**config.mk**
```make
export PLATFORM = sky130hd
export DESIGN_NAME = frame_sync
export DESIGN_NICKNAME = d
export VERILOG_FILES = /design/src/rtl/frame_sync.sv
export SDC_FILE = /design/constraint.sdc
export NUM_CORES = 1
export LEC_CHECK = 0
export CORE_MARGIN = 4
export CORE_UTILIZATION = 60
export CTS_CLUSTER_SIZE = 14
export DETAILED_ROUTE_END_ITERATION = 7
export PLACE_DENSITY = 0.81
export SETUP_SLACK_MARGIN = 0.05
export SYNTH_ARGS = -nofsm -noshare
export SYNTH_HDL_FRONTEND = slang
export SYNTH_SLANG_ARGS = --single-unit
```
**constraint.sdc**
```tcl
create_clock -name i_clk -period 9.87 [get_ports i_clk]
set_input_delay 1.4805 -clock i_clk [delete_from_list [all_inputs] [get_ports i_clk]]
set_output_delay 1.4805 -clock i_clk [all_outputs]
set_load 0.1 [all_outputs]
```
**src/rtl/frame_sync.sv**
```systemverilog
// frame_sync: finds a sync word at any bit alignment in a stream of WS-bit words,
// locks to the frame, and re-emits the payload bit-aligned with a start-of-frame flag.

module frame_sync #(
  parameter int             WS          = 7,
  parameter int             SW          = 32,
  parameter logic [SW-1:0]  SYNC        = 32'h1acffc1d,
  parameter int             FRAME_WORDS = 256,
  parameter int             MISSES      = 3
) (
  input  logic          i_clk,
  input  logic          i_reset_n,
  input  logic          i_ce,
  input  logic [WS-1:0] i_word,
  output logic          o_valid,
  output logic [WS-1:0] o_word,
  output logic          o_sof,
  output logic          o_locked
);

  localparam int HW  = SW + 2*WS - 1;
  localparam int OW  = (WS > 1) ? $clog2(WS) : 1;
  localparam int WCW = $clog2(FRAME_WORDS + 1);
  localparam int MCW = $clog2(MISSES + 1);
  localparam int BCW = $clog2(SW + WS);

  typedef enum logic [1:0] {
    ST_SEARCH,
    ST_PAYLOAD,
    ST_CHECK
  } state_t;

  state_t           state;
  logic [HW-WS-1:0] hist;
  logic [HW-1:0]    hist_next;
  logic [OW-1:0]    off;
  logic [WCW-1:0]   wcnt;
  logic [WCW-1:0]   wcnt_inc;
  logic [MCW-1:0]   mcnt;
  logic [MCW-1:0]   mcnt_inc;
  logic [BCW-1:0]   bit_cnt;
  logic [BCW-1:0]   bit_sum;
  logic             search_hit;
  logic [OW-1:0]    search_k;
  logic             check_done;
  logic             check_hit;
  logic [OW-1:0]    check_pos;

  assign hist_next = {hist, i_word};
  assign wcnt_inc  = wcnt + WCW'(1);
  assign mcnt_inc  = mcnt + MCW'(1);

  // Ascending scan so the last hit wins: the largest k is the earliest-ending sync.
  always_comb begin
    search_hit = 1'b0;
    search_k   = '0;
    for (int k = 0; k < WS; k++) begin
      if (hist_next[k +: SW] == SYNC) begin
        search_hit = 1'b1;
        search_k   = OW'(k);
      end
    end
  end

  // bit_cnt holds how many bits of the expected sync have already arrived.
  always_comb begin
    bit_sum    = bit_cnt + BCW'(WS);
    check_done = (bit_sum >= BCW'(SW));
    check_pos  = OW'(bit_sum - BCW'(SW));
    check_hit  = (hist_next[check_pos +: SW] == SYNC);
  end

  always_ff @(posedge i_clk or negedge i_reset_n) begin
    if (!i_reset_n) begin
      state    <= ST_SEARCH;
      hist     <= '0;
      off      <= '0;
      wcnt     <= '0;
      mcnt     <= '0;
      bit_cnt  <= '0;
      o_valid  <= 1'b0;
      o_word   <= '0;
      o_sof    <= 1'b0;
      o_locked <= 1'b0;
    end else begin
      o_valid <= 1'b0;
      if (i_ce) begin
        hist  <= hist_next[HW-WS-1:0];
        o_sof <= 1'b0;
        case (state)
          ST_SEARCH: begin
            if (search_hit) begin
              off      <= search_k;
              wcnt     <= '0;
              mcnt     <= '0;
              o_locked <= 1'b1;
              state    <= ST_PAYLOAD;
            end
          end
          ST_PAYLOAD: begin
            o_valid <= 1'b1;
            o_word  <= hist_next[off +: WS];
            o_sof   <= (wcnt == '0);
            wcnt    <= wcnt_inc;
            if (wcnt_inc == WCW'(FRAME_WORDS)) begin
              bit_cnt <= BCW'(off);
              state   <= ST_CHECK;
            end
          end
          ST_CHECK: begin
            if (check_done) begin
              off  <= check_pos;
              wcnt <= '0;
              if (check_hit) begin
                mcnt  <= '0;
                state <= ST_PAYLOAD;
              end else if (mcnt_inc == MCW'(MISSES)) begin
                // Too many consecutive misses: drop lock and hunt again.
                mcnt     <= '0;
                off      <= '0;
                o_locked <= 1'b0;
                state    <= ST_SEARCH;
              end else begin
                mcnt  <= mcnt_inc;
                state <= ST_PAYLOAD;
              end
            end else begin
              bit_cnt <= bit_sum;
            end
          end
          default: state <= ST_SEARCH;
        endcase
      end
    end
  end

endmodule
```
==> results.py <==
metrics = {
    "status": {
        "status": "completed",
    },
    "placed_design": {
        "gp_congestion": 0.949,
        "hpwl_microns": 7990,
        "portBuffers": 19,
    },
    "layout": {
        "nets": 489,
        "final_common_cell": "dfrtp_1",
        "areaGrowthSynthToFinish_pct": 7.18,
        "drive_gt1_share_pct": 17.6,
        "fill_cells": 597,
        "n_antenna_cell": 0,
        "mostFrequentLayoutCells": "dfrtp_1 (64), nand2_1 (40), o21ai_0 (37)",
    },
    "job": {
        "cap_viol_max_count": 0,
    },
    "global_routing": {
        "grt_pass1_wl_microns": 19800,
        "grt-ovfl-total": 0,
        "grt_pass1_vias": 3894,
        "track_usage_pct": 25.8,
        "antenna_found_initial": 0,
        "grt_max_degree": 65,
    },
    "pwr": {
        "power_frac_seq_pct": 46.0,
        "ir_worst_vdd_mv": 0.124,
        "swShare_pct": 36.3,
        "p_switching_uw": 293,
        "report.power.total_uw": 809,
        "clock_power_share_pct": 28.3,
        "powerDensity_nw_per_um2": 159,
        "power_frac_comb_pct": 25.8,
        "power.internal_uw": 515,
        "power.leakage_nw": 1.88,
    },
    "floorplanning": {
        "initial_utilization_pct": 61.7,
        "core_sq_um": 7690,
        "die_h_microns": 96.9,
        "row_count": 32,
        "die_w_microns": 96.9,
        "io_pins": 20,
        "dieArea_sq_um": 9380,
    },
    "timing": {
        "setup-tns-final_ps": 0,
        "rsz0062_at_grt": "no",
        "max_freq_mhz": 231,
        "period_share_pct": 43.8,
        "max_slew_margin_pct": 28.4,
        "holdWs_ps": 481,
        "slew_viol_final": 0,
        "tightest_slew_ps": 1060,
        "hold_viol": 0,
        "fin_skew_ps": 9.04,
        "finalSetupViolCount": 0,
        "layout_min_cycle_time_ps": 4320,
    },
    "worst_setup_path": {
        "required_ps": 10140,
        "worstReg2RegEnd": "mcnt[0]$_DFFE_PN0P_",
        "crit_start": "i_word[4]",
        "crit_cells": 8,
        "crit_path_end_kind": "flip-flop",
        "arrival_ps": 4590,
        "cp-start-kind": "primary input",
        "path_class": "in2reg",
        "rr_worst_depth": 11,
        "cp_max_fo": 11,
        "path_cells": "clkdlybuf4s50_1, or4b_1, or4_1, nor4_1, a221o_2, o221ai_2, or4_1, nand3_1",
        "crit_path_end": "wcnt[4]$_DFFE_PN0P_",
        "r2r_start": "bit_cnt[0]$_DFFE_PN0P_",
        "cp_common_cell": "or4_1",
        "cpLargestDelayFamily": "simple AND/OR/NAND/NOR gates",
        "cp.buffers_inverters": 1,
        "slowest_stage": "clkdlybuf4s50_1",
        "timing.reg2reg.setup_slack_ps": 6060,
        "cp_slowest_stage_delay_ps": 680,
    },
    "routing": {
        "via_count": 3956,
        "firstDrtPassIters": 5,
        "drt_iter0_drc": 309,
        "via_per_inst": 6.82,
        "routed_wl_microns": 12000,
        "avgRoutedWirePerCell_microns": 20.6,
        "drc_errors": 0,
        "ant_nets": 0,
    },
    "yosys": {
        "syn_nets": 502,
        "syn_avg_cell_area_sq_um": 9.71,
        "ys_types": 66,
        "ys_seq_area_share_pct": 33.8,
        "async_flop_share_pct": 100,
        "ys_ff_latch": 64,
        "synth_edf_count": 0,
        "ys.flop_type": "dfrtp_1",
        "synth_area_sq_um": 4740,
        "synth_warnings": 0,
        "syn_inst": 488,
    },
    "clock_network": {
        "cts-root-buf": "clkbuf_8",
        "path_clk_slew_ps": 70,
        "cts_made_buffers": 9,
        "cts_buffer_depth": 2,
        "cts_setup_buffers": 0,
        "clk_latency_ps": 340,
        "cts_resized": 0,
        "clock-sinks": 64,
        "cts.htree.levels": 3,
        "postCtsHoldBufs": 0,
        "cts_tree": "yes",
    },
    "hold_path": {
        "min_path_type": "reg2reg",
    },
}
[synthesized netlist by cell type (5+ instances only)]
cell      instances  share of area [%]
nand2_1          40                3.2
nor4b_1           5               0.92
a21oi_1          16                1.7
inv_1            13                1.0
dfrtp_1          64                 34
nand4_1           8                1.1
nor2b_1          12                1.6
nand3_1          11                1.2
clkbuf_1         31                2.5
mux2i_1          23                4.9
nor3_1            7               0.74
nand3b_1          6               0.95
nor4_1           12                1.6
and3b_1           8                1.5
buf_1             6               0.48
mux4_2           20                9.5
nand2b_1         11                1.5
mux2_2           34                8.1
nor2_1           20                1.6
or4_1             5               0.79
o21ai_0          37                3.9
buf_2             6               0.63
nor3b_1           9                1.4
[power by group through the flow]
stage | logic, mW | registers (mW) | clock network, mW
floorplan | 0.148 | 0.366 | 0
global placement | 0.201 | 0.371 | 0
detailed placement | 0.207 | 0.374 | 0
CTS | 0.208 | 0.368 | 0.230
global route | 0.226 | 0.378 | 0.241
finish | 0.208 | 0.372 | 0.229
[flip-flops by register name (all words and copies together) (netlist names)]
register,cells
off,3
mcnt,2
wcnt,9
hist,32
o_valid,1
state,2
o_locked,1
o_word,7
o_sof,1
bit_cnt,6
[stage by stage]
step           area (sq um)  cells  setup slack [ps]  utilization, %
6_report               5080    580              5550            66.1
4_1_cts                5080    580              5600            66.1
5_1_grt                5080    580              5440            66.1
3_5_place_dp           4890    566              5280            63.6
3_3_place_gp           4890    566              5390            63.6
2_1_floorplan          4740    488              6210               -
[final cells by class]
cell class	instances	area (sq um)	area share, %
multi-input cells	363	2890	56.9
flip-flops and latches	64	1600	31.5
repair buffers	23	215	4.24
clock buffers	11	151	2.98
well taps	102	128	2.51
inverters	14	52.6	1.03
clock inverters	3	42.5	0.837
[worst min-delay path, stage by stage, from the launching register on]
cell and delay (ps):
dfrtp_1 350, nand2_1 50, o21ai_0 60
[metal layers]
layer	up-vias	global-route usage (%)	share of wire (%)
met5	-	0	0
met2	152	41.1	48
met4	0	9.94	2.6
li1	1817	-	-
met1	1958	35.6	43
met3	29	4.11	6.4
[worst min path at each step]
stage | startpoint | endpoint | slack, ps | cells past startpoint
global placement | o_word[5]$_DFFE_PN0P_ | o_word[5]$_DFFE_PN0P_ | 460 | 2
global route | o_word[0]$_DFFE_PN0P_ | o_word[0]$_DFFE_PN0P_ | 500 | 2
detailed placement | o_word[3]$_DFFE_PN0P_ | o_word[3]$_DFFE_PN0P_ | 470 | 2
floorplan | wcnt[7]$_DFFE_PN0P_ | wcnt[7]$_DFFE_PN0P_ | 470 | 1
finish | o_word[3]$_DFFE_PN0P_ | o_word[3]$_DFFE_PN0P_ | 480 | 2
CTS | o_word[3]$_DFFE_PN0P_ | o_word[3]$_DFFE_PN0P_ | 480 | 2
[logic make-up (layout without fill, tap and decap cells)]
| kind of cell | count (synthesis) | after routing | synth area share [%] |
|---|---|---|---|
| AND/OR/NAND/NOR | 185 | 185 | 23.9 |
| AO/OA/AOI/OAI | 94 | 94 | 13.0 |
| multiplexers | 77 | 77 | 22.4 |
| flip-flops | 64 | 64 | 33.8 |
| buffers and inverters | 61 | 51 | 5.25 |
| adder cells (fa/ha/maj) | 4 | 4 | 1.06 |
| XOR/XNOR | 3 | 3 | 0.554 |
No activity file was read; power rests on OpenSTA's default activity.
